File: src/rtl/fir_frame_collector_pkg.sv
`default_nettype none
// ============================================================================
// Module      : fir_frame_collector_pkg
// Description : Shared frame geometry for the FIR-to-FFT frame path.
//               FRAME_W / FRAME_N are the defaults used by both the frame
//               collector and the FFT block so the two stay in step.
// Revision    : 1.0 - initial release
// ============================================================================
package fir_frame_collector_pkg;

  // Default sample width (bits) and samples per frame.
  localparam int FRAME_W = 16;
  localparam int FRAME_N = 16;

  // Width of an index into a frame of n samples (at least one bit).
  function automatic int idx_width(input int n);
    return (n > 1) ? $clog2(n) : 1;
  endfunction

endpackage : fir_frame_collector_pkg
`default_nettype wire

File: src/rtl/fir_frame_collector_bank.sv
`default_nettype none
// ============================================================================
// Module      : frame_bank
// Description : One frame buffer of N samples of W bits. A single write port
//               (enable + index) fills it; all N entries are exposed in
//               parallel, entry k at q[k*W +: W]. Contents are not reset.
// Revision    : 1.0 - initial release
// ============================================================================
module frame_bank
  import fir_frame_collector_pkg::*;
#(
  parameter int W     = FRAME_W,
  parameter int N     = FRAME_N,
  parameter int IDX_W = idx_width(FRAME_N)
) (
  input  logic             clk,
  input  logic             we,
  input  logic [IDX_W-1:0] idx,
  input  logic [W-1:0]     d,
  output logic [N*W-1:0]   q
);

  logic [W-1:0] r_mem [N];

  // Write the incoming sample into the addressed slot.
  always_ff @(posedge clk) begin
    if (we) begin
      r_mem[idx] <= d;
    end
  end

  // Flatten the storage onto the parallel output bus, oldest sample lowest.
  genvar k;
  generate
    for (k = 0; k < N; k++) begin : g_entry
      assign q[k*W +: W] = r_mem[k];
    end
  endgenerate

endmodule : frame_bank
`default_nettype wire

File: src/rtl/fir_frame_collector.sv
`default_nettype none
// ============================================================================
// Module      : fir_frame_collector
// Description : Collects a stream of FIR output samples into N-sample frames
//               using two ping-pong banks. A full bank is presented to the
//               FFT with a valid/ready handshake; while the bank being
//               written is still full, new samples are dropped and a sticky
//               overflow flag is raised. Samples pass through bit-exact.
// Revision    : 1.0 - initial release
// ============================================================================
module fir_frame_collector
  import fir_frame_collector_pkg::*;
#(
  parameter int W = FRAME_W,
  parameter int N = FRAME_N
) (
  input  logic           clk,
  input  logic           rst,          // synchronous, active low
  input  logic           fir_valid,
  input  logic [W-1:0]   fir_d,
  output logic           frame_valid,
  input  logic           frame_ready,
  output logic [N*W-1:0] frame_d,
  output logic           overflow
);

  localparam int c_IDX_W = idx_width(N);
  localparam logic [c_IDX_W-1:0] c_LAST_IDX = c_IDX_W'(N - 1);

  logic [1:0]         r_full;
  logic               r_wr_bank;
  logic               r_rd_bank;
  logic [c_IDX_W-1:0] r_wr_idx;
  logic               r_overflow;

  logic               w_wr_full;
  logic               w_accept;
  logic               w_last;
  logic               w_drop;
  logic               w_consume;
  logic               w_we0;
  logic               w_we1;
  logic [1:0]         w_full_next;
  logic [N*W-1:0]     w_q0;
  logic [N*W-1:0]     w_q1;

  // A sample is taken only when the bank being written has room; the full
  // flag is looked at before this edge's consume, so a frame freed on the
  // same edge does not rescue an arriving sample.
  assign w_wr_full = r_full[r_wr_bank];
  assign w_accept  = fir_valid && !w_wr_full;
  assign w_drop    = fir_valid &&  w_wr_full;
  assign w_last    = w_accept && (r_wr_idx == c_LAST_IDX);
  assign w_consume = r_full[r_rd_bank] && frame_ready;
  assign w_we0     = w_accept && !r_wr_bank;
  assign w_we1     = w_accept &&  r_wr_bank;

  frame_bank #(
    .W     (W),
    .N     (N),
    .IDX_W (c_IDX_W)
  ) u_bank0 (
    .clk (clk),
    .we  (w_we0),
    .idx (r_wr_idx),
    .d   (fir_d),
    .q   (w_q0)
  );

  frame_bank #(
    .W     (W),
    .N     (N),
    .IDX_W (c_IDX_W)
  ) u_bank1 (
    .clk (clk),
    .we  (w_we1),
    .idx (r_wr_idx),
    .d   (fir_d),
    .q   (w_q1)
  );

  // Next full flags: consume clears the read bank, completing a frame sets
  // the write bank; the two never target the same bank on one edge.
  always_comb begin
    w_full_next = r_full;
    if (w_consume) begin
      w_full_next[r_rd_bank] = 1'b0;
    end
    if (w_last) begin
      w_full_next[r_wr_bank] = 1'b1;
    end
  end

  // Pointers, write index, full flags and the sticky overflow flag.
  always_ff @(posedge clk) begin
    if (!rst) begin
      r_full     <= 2'b00;
      r_wr_bank  <= 1'b0;
      r_rd_bank  <= 1'b0;
      r_wr_idx   <= '0;
      r_overflow <= 1'b0;
    end else begin
      r_full <= w_full_next;
      if (w_accept) begin
        r_wr_idx <= w_last ? '0 : r_wr_idx + c_IDX_W'(1);
      end
      if (w_last) begin
        r_wr_bank <= ~r_wr_bank;
      end
      if (w_consume) begin
        r_rd_bank <= ~r_rd_bank;
      end
      if (w_drop) begin
        r_overflow <= 1'b1;
      end
    end
  end

  assign frame_valid = r_full[r_rd_bank];
  assign frame_d     = r_rd_bank ? w_q1 : w_q0;
  assign overflow    = r_overflow;

endmodule : fir_frame_collector
`default_nettype wire

File: config.mk
export PLATFORM = sky130hd
export DESIGN_NAME = fir_frame_collector
export DESIGN_NICKNAME = d
export VERILOG_FILES = /design/src/rtl/fir_frame_collector_pkg.sv /design/src/rtl/fir_frame_collector_bank.sv /design/src/rtl/fir_frame_collector.sv
export SDC_FILE = /design/constraint.sdc
export NUM_CORES = 1
export LEC_CHECK = 0
export ABC_AREA = 1
export ABC_CLOCK_PERIOD_IN_PS = 4230
export CAP_MARGIN = 30
export CORE_ASPECT_RATIO = 1.1
export CORE_MARGIN = 2
export CORE_UTILIZATION = 59
export DETAILED_ROUTE_END_ITERATION = 7
export DONT_BUFFER_PORTS = 1
export GPL_TIMING_DRIVEN = 0
export MAX_ROUTING_LAYER = met4
export PLACE_DENSITY_LB_ADDON = 0.15
export SYNTH_ARGS = -nofsm -noshare
export SYNTH_HDL_FRONTEND = slang
export SYNTH_SLANG_ARGS = --single-unit
File: constraint.sdc
create_clock -name clk -period 4.23 [get_ports clk]
set_input_delay 0.6345 -clock clk [delete_from_list [all_inputs] [get_ports clk]]
set_output_delay 0.6345 -clock clk [all_outputs]
set_load 0.1 [all_outputs]
* Word-level counts from Yosys, hierarchy flattened
Memories as Yosys holds them, arrays and structs flattened.
Cells that the tools add are included.
W data, S select, Z words.
** Word-level totals
- Flip-flop bits (word level) :: 9
- Memory bits (writable) :: 512
- Input port bits :: 20
- Memories :: 2
** Cells by class
- $add $sub $neg :: 1
- Order comparisons :: 4
- Equal/unequal tests :: 1
- Muxes and demuxes :: 16
- Bitwise operators :: 5
- Reductions and logical operators :: 10
** Memory list
- u_bank0.r_mem :: depth 16, width 16, read ports 16, clocked after Yosys merged registers in 0, write ports 1, line fir_frame_collector_bank.sv:23 : logic [W-1:0] r_mem [N];
- u_bank1.r_mem :: depth 16, width 16, read ports 16, clocked after Yosys merged registers in 0, write ports 1, line fir_frame_collector_bank.sv:23
** Operators by type and width (count)
- $mux W256 :: 1
- $mux W1 :: 10
- $logic_and A1 B1 Y1 :: 8
- $add A4 B1 Y4 const B :: 1
- $eq A4 B4 Y1 const B :: 1
- $lt A1 B2 Y1 const B :: 2
- $mux W2 :: 2
- $mux W4 :: 1
- $and A2 B2 Y2 :: 1
- $demux W1 S1 :: 2
- $ge A1 B1 Y1 const B :: 2
- $logic_not A1 Y1 :: 2
- $not A1 Y1 :: 2
- $not A2 Y2 :: 1
- $or A2 B2 Y2 :: 1

* Depth between registers and ports, before layout
Gate-level depths: netlist (run 1).
- Word-level depth :: 9
- Gate-level depth with buffers :: 7
- Mapped depth without buffers :: 7

* Cells and area by module
From an unflattened synthesis (run 1), not the netlist that was laid out.
** Second synthesis, totals
- Cells, all modules :: 1457
- Area, all modules :: 19344.8 sq um
** Modules (own cells, without submodules)
- frame_bank :: times used 2, cells an instance 285, area each 7800.0 sq um, sequential area each 7687.4 sq um
- fir_frame_collector :: times used 1, cells an instance 887, area each 3744.8 sq um, sequential area each 180.2 sq um

* Worst setup path after synthesis (run 1)
Ideal clock, no wire load.
- Path kind :: reg2out
- Start :: register r_rd_bank
- End :: output port frame_valid
- Data arrival time :: 2.713 ns
- Path slack :: 0.883 ns
- Cell stages (with the launch flop) :: 4
- Cells stage by stage :: dfxtp_1 -> buf_4 -> buf_2 -> o21ai_0
** On the way
- Longest elaborated chain between the ends :: 2
** RTL lines
- from (decl) :: line fir_frame_collector.sv:32 : logic r_rd_bank;
- from (signal assigned) :: line fir_frame_collector.sv:111 : r_rd_bank <= ~r_rd_bank;
- $mux W1 (implied by the code) (2 in a row) :: line fir_frame_collector.sv:119 : assign frame_valid = r_full[r_rd_bank];
- to (decl) :: line fir_frame_collector.sv:21 : output logic frame_valid,
Every way passes these cells. The select of a mux whose other input is x is not followed.

* Final worst setup path (run 1)
- Start :: register r_rd_bank
- End :: output port frame_d[96]
** On the way
- Longest elaborated chain between the ends :: 1
** RTL lines
- $mux W256 :: line fir_frame_collector.sv:120 : assign frame_d = r_rd_bank ? w_q1 : w_q0;
- to (decl) :: line fir_frame_collector.sv:23 : output logic [N*W-1:0] frame_d,
Every way passes these cells.

==> metrics.md, run 1 <==
| Metric | Value |
|---|---|
| Max-slew violations | 0 |
| Count leader, synth | nand2_1 |
| CP cell instances | buf_4 -> buf_2 -> buf_2 -> nand2_1 -> nand2_1 |
| DR vias/cell | roughly 5.4 |
| Final instance area | between 20000 and 25000 µm² |
| First-pass GRT wire length | roughly 64000 µm |
| CTS Buf Count | approximately 50 |
| Vias in the first global route | about 11000 |
| Power Total | 10.1 mW |
| Syn Nets | 1480 |
| Row count | roughly 70 |
| Register share of total power | about 56% |
| Largest cells by area after synthesis | edfxtp_1 (79%), nand2_1 (15%), dfxtp_1 (0.93%) |
| Worst path required time | about 3.6 ns |
| Hold-fix buffers, CTS | 0 |
| H-tree Lvls | 2 |
| Vias | between 10000 and 15000 |
| RSZ-0062 raised after global routing | false |
| Relative slew slack | 32.8% |
| Crit-path max FO | 10 |
| Post-CTS Setup Inserts | 0 |
| Fin crit share | about 73% |
| Non-Filler Instances | about 2000 |
| Clock insertion delay at the later pin of the skew report | around 0.56 ns |
| DRC viols | 0 |
| Clock Tree Buf Depth | 3 |
| Clk_skew | ~0.013 ns |
| FF-to-FF setup slack | 1.96 ns |
| Die Y | approximately 190 µm |
| Top FF cell, synth | edfxtp_1 |
| Post-DP Area | approximately 20000 µm² |
| Count of different cell masters after synthesis | 23 |
| Internal power | about 8.1 mW |
| Asr flop ratio synth | 0% |
| Layout cells sized above 1 | ~11% |
| Post-CTS sizing | 0 |
| TritonRoute pass-1 iters | 5 |
| # fillers | between 2000 and 2500 |
| Leak | a little over 8 nW |
| Die area | 34300 µm² |
| Final nets | 1560 |
| GP Congestion | between 0.7 and 0.8 |
| Clock power share | a little over two fifths |
| Worst IR Drop VDD | roughly 0.41 mV |
| YS warnings | 0 |
| Pre-CTS WS | between 1.5 and 2 ns |
| Yosys top cell by area | edfxtp_1 |
| Port-buffer cells | 0 |
| Crit path time final | about 3.1 ns |
| Flops & latches, synth | roughly 520 |
| Initial antenna violation count | 0 |
| CTS root buf | clkbuf_16 |
| Crit-path slowest cell | nand2_1 |
| TritonCTS clock tree | built |
| Worst path setup slack after routing | 1.13 ns |
| Psw | 1.99 mW |
| CP top delay family | simple AND/OR/NAND/NOR gates |
| Routed length per placed instance | ~22 µm |
| Mapped cell area | about 19000 µm² |
| Diodes inserted | 0 |
| Util after Layout | 67.5% |
| Number of synthesized flops with an enable pin | just over 500 |
| Share of the synthesized area in the top cell type | between 70 and 80% |
| Drt total wl | between 40000 and 50000 µm |
| Power per cell area | approximately 460 nW/µm² |
| Synth-to-layout area growth | 12.7% |
| Final setup fails | 0 |
| Clock slew at reported path FFs | ~0.060 ns |
| Pin count of the biggest net entering global routing | 33 |
| Post-route setup TNS | 0 ns |
| Starting Density | about three fifths |
| I/O pins | ~280 |
| Actual slew at the worst max-slew pin | between 1 and 1.5 ns |
| Gate Count Post-Synth | approximately 1500 |
| Hold Crit Class | in2reg |
| Setup Crit Path Kind | reg2out |
| Clk sink count | about 520 |
| Worst Path Buf+Inv | 3 |
| Core box area | between 30000 and 40000 µm² |
| Peak Freq | 322 MHz |
| Critical Path Start Type | flip-flop |
| Register area share after synthesis | 80.4% |
| Final hold slack | between 0.15 and 0.2 ns |
| Synth cell count leaders | nand2_1 (785), edfxtp_1 (512), nor2_1 (31), buf_2 (30), buf_4 (24) |
| Placed insts | approximately 1900 |
| Setup crit end kind | output pin |
| Sw Share | approximately a fifth |
| Logic pwr share | about 2.1% |
| Avg Cell Area, Syn | roughly 13 µm² |
| Remaining antenna violation count after routing | 0 |
| Post-DP HPWL | approximately 26000 µm |
| Drt initial violations | roughly 860 |
| Max_cap viols | 0 |
| GR Overflow Total | 0 |
| Status | finished, final reports clean |
| CP arrival | 2.47 ns |
| Fin. Hold Viols | 0 |
| Die Width | 177 µm |
| Total GRT Usage | about a quarter |
| CP max stage delay | roughly 0.73 ns |
[worst register-to-register path, delay by kind of cell (launching register included)]
family	cells	cell delay, ns
and+or+nand+nor	2	0.98
buffers and inverters	2	0.57
DFF	1	0.43
[sequential cells by signal, summed over array words and instances, names as in the netlist]
| signal | count |
|---|---|
| u_bank0.r_mem | 256 |
| u_bank1.r_mem | 256 |
| r_wr_idx | 4 |
| r_full | 2 |
| overflow | 1 |
| r_rd_bank | 1 |
| r_wr_bank | 1 |
[cells in the final DEF, fill, tap and decap left out, types with 3 or more instances in the layout]
cell type / n
inv_1: 11
ha_1: 4
clkinv_1: 17
clkbuf_16: 51
nor2_2: 5
a21oi_1: 7
nor3_2: 6
dfxtp_1: 9
nand3_1: 14
nor2_1: 26
clkbuf_1: 11
nand2_1: 785
buf_6: 23
edfxtp_1: 512
bufinv_16: 4
inv_2: 3
buf_4: 30
clkinv_2: 11
buf_2: 30
[cell type report]
| type | instances | area, µm² | share of cell area, % |
|---|---|---|---|
| Buffer | 62 | 383 | 1.76 |
| Clock buffer | 56 | 1290 | 5.94 |
| Clock inverter | 34 | 256 | 1.18 |
| Inverter | 14 | 52.6 | 0.241 |
| Multi-Input combinational cell | 859 | 3400 | 15.6 |
| Sequential cell | 521 | 15600 | 71.3 |
| Tap cell | 426 | 533 | 2.44 |
| Timing Repair Buffer | 29 | 329 | 1.51 |
[per-layer routing]
layer | global-route usage [%] | wire [µm] | share of wire, %
met5 | - | 0 | 0
met4 | 8.85 | 1350 | 3.1
met3 | 6.73 | 3930 | 8.9
met2 | 42.9 | 21900 | 50
met1 | 32.7 | 16800 | 38
[cells by family after synthesis]
logic type / synth area share [%]
flip-flops: 80.4
adder cells (fa/ha/maj): 0.259
buffers and inverters: 2.25
AO/OA/AOI/OAI: 0.265
XOR/XNOR: 0.0453
AND/OR/NAND/NOR: 16.8
[power by group through the flow]
stage	clock [mW]	sequential (mW)	combinational (mW)
floorplan	0	5.81	0.184
global route	4.47	5.70	0.215
detailed placement	0	5.81	0.209
CTS	4.26	5.70	0.209
finish	4.22	5.70	0.209
global placement	0	5.81	0.203
[worst paths after layout]
kind / start / to / depth (start not counted)
hold reg to reg: r_full[0] / r_full[0] / 2
hold / removal: fir_d[0] / u_bank1.r_mem[0][0] / 0
setup / recovery: r_rd_bank / frame_d[96] / 5
setup reg to reg: r_wr_bank / u_bank1.r_mem[10][10] / 4
Note: power is estimated with default switching activity, not from simulation.
==> run 2: changes to the inputs <==
ABC_CLOCK_PERIOD_IN_PS = 3100   (was 4230)
clock period = 3.1 ns   (was 4.23 ns; I/O delays follow)
==> run 2 against run 1 <==
Against the previous run:
- first-iteration DRC count up 2.2%
- critical path type unchanged
- via count up 1.2%
- utilization up 0.95 points
==> metrics.md, run 2 (synthesized netlist as in run 1, its figures left out) <==
| Metric | Value |
|---|---|
| Clock insertion delay at the later pin of the skew report | between 0.5 and 0.6 ns |
| Max-slew violations | 0 |
| Pin count of the biggest net entering global routing | 33 |
| RSZ-0062 raised after global routing | false |
| Power per cell area | roughly 630 nW/µm² |
| CP cell instances | buf_4 -> buf_2 -> buf_2 -> nand2_1 -> nand2_1 |
| Initial antenna violation count | 3 |
| Starting Density | approximately three fifths |
| Fin. Hold Viols | 0 |
| Met1 usage | between 30% and 40% |
| Peak Freq | around 340 MHz |
| Vias | between 10000 and 15000 |
| Final instance area | around 22000 µm² |
| CTS Buf Count | 49 |
| Met3 usage | around 7% |
| Fin crit share | between 90 and 100% |
| Worst path required time | approximately 2.6 ns |
| Regs by FF count | u_bank0.r_mem: 256 flops, u_bank1.r_mem: 256 flops, r_wr_idx: 4 flops |
| Layout cells sized above 1 | between 10% and 20% |
| DR vias/cell | 5.42 |
| Gr busiest metal | met2 |
| Clock slew at reported path FFs | about 0.06 ns |
| Setup crit end kind | output pin |
| I/O pins | 278 |
| GP Congestion | ~0.77 |
| First-pass GRT wire length | ~66000 µm |
| Post-DP HPWL | ~26000 µm |
| Relative slew slack | 25.2% |
| Crit-path max FO | 10 |
| Total GRT Usage | between 20 and 30% |
| Remaining antenna violation count after routing | 0 |
| Die area | 34300 µm² |
| Clk sink count | 521 |
| Drt initial violations | 877 |
| Diodes inserted | 0 |
| Max_cap viols | 0 |
| Final setup fails | 0 |
| Port-buffer cells | 0 |
| Commonest non-fill, non-tap cells in the layout | nand2_1 (785), edfxtp_1 (512), clkbuf_16 (49), buf_2 (30), buf_4 (29) |
| Post-CTS Setup Inserts | 0 |
| Crit path time final | 2.96 ns |
| Core box area | 32300 µm² |
| H-tree Lvls | 2 |
| Drt total wl | roughly 46000 µm |
| TritonRoute pass-1 iters | 7 |
| CP max stage delay | roughly 0.74 ns |
| Most common cell after layout, fill and taps aside | nand2_1 |
| Critical Path Start Type | flip-flop |
| Routed length per placed instance | between 20 and 25 µm |
| Post-route setup TNS | 0 ns |
| Clock Tree Buf Depth | 3 |
| Final nets | ~1600 |
| Clk_skew | ~0.013 ns |
| Leak | around 8.4 nW |
| Die Y | between 150 and 200 µm |
| Vias in the first global route | 10800 |
| Hold Crit Class | in2reg |
| Row count | around 70 |
| GR Overflow Total | 0 |
| Actual slew at the worst max-slew pin | ~1.1 ns |
| Die Width | between 150 and 200 µm |
| CP arrival | roughly 2.5 ns |
| Setup Crit Path Kind | reg2out |
| TritonCTS clock tree | built |
| Met2 Track Usage GR | 44.8% |
| Status | finished, final reports clean |
| CTS root buf | clkbuf_16 |
| Post-DP Area | approximately 20000 µm² |
| Crit-path slowest cell | nand2_1 |
| Synth-to-layout area growth | 14.3% |
| DRC viols | 0 |
| Worst IR Drop VDD | about 0.59 mV |
[run 2: per-layer routing]
layer,part of all wire [%],vias up
met5,0,-
met4,3.1,0
met3,8.3,89
met2,50,407
met1,39,5343
li1,-,5121
[run 2: timing repair]
item,4_1_cts,5_1_grt
resized for setup,0,0
hold buffers,24,0
endpoints found under the hold margin,458,0
[run 2: area by class of cell]
class                      count  area [µm²]
buffer                        62         383
clock buffer                  57        1260
clock inverter                30         218
fill                        2199       10200
inverter                      14        52.6
multi-input combinational    859        3410
sequential                   521       15600
tap                          426         533
timing repair buffer          52         712
[run 2: final timing paths]
| kind | from | to | slack, ns | depth (start not counted) |
|---|---|---|---|---|
| max | r_rd_bank | frame_d[107] | 0.14 | 5 |
| min | rst | r_wr_idx[3] | 0.07 | 2 |
| max reg2reg | r_wr_bank | u_bank1.r_mem[2][14] | 0.80 | 4 |
| min reg2reg | r_full[0] | r_full[0] | 0.51 | 2 |
[run 2: power breakdown]
part / switching (mW) / internal (mW)
logic: 0.422 / 0.0713
clock network: 2.42 / 3.13
registers: 0.00923 / 7.77
total: 2.85 / 11.0
[run 2: critical path: cells and delay by family (launching register included)]
family        cells  cell delay, ns
simple gates      2            0.81
buf+inv           3            0.81
flops             1            0.31
[run 2: stage by stage]
stage	hold slack [ns]	setup WS, ns	cells	utilization (%)	power [mW]
6_report	0.0690	0.144	2021	68.5	13.8
3_5_place_dp	0.510	0.626	1908	62.6	8.21
3_3_place_gp	0.483	0.0389	1882	61.6	8.20
5_1_grt	0.0728	0.0221	2021	68.5	14.2
4_1_cts	0.0461	0.124	2019	68.4	13.9
2_1_floorplan	0.470	0.682	1456	-	8.18
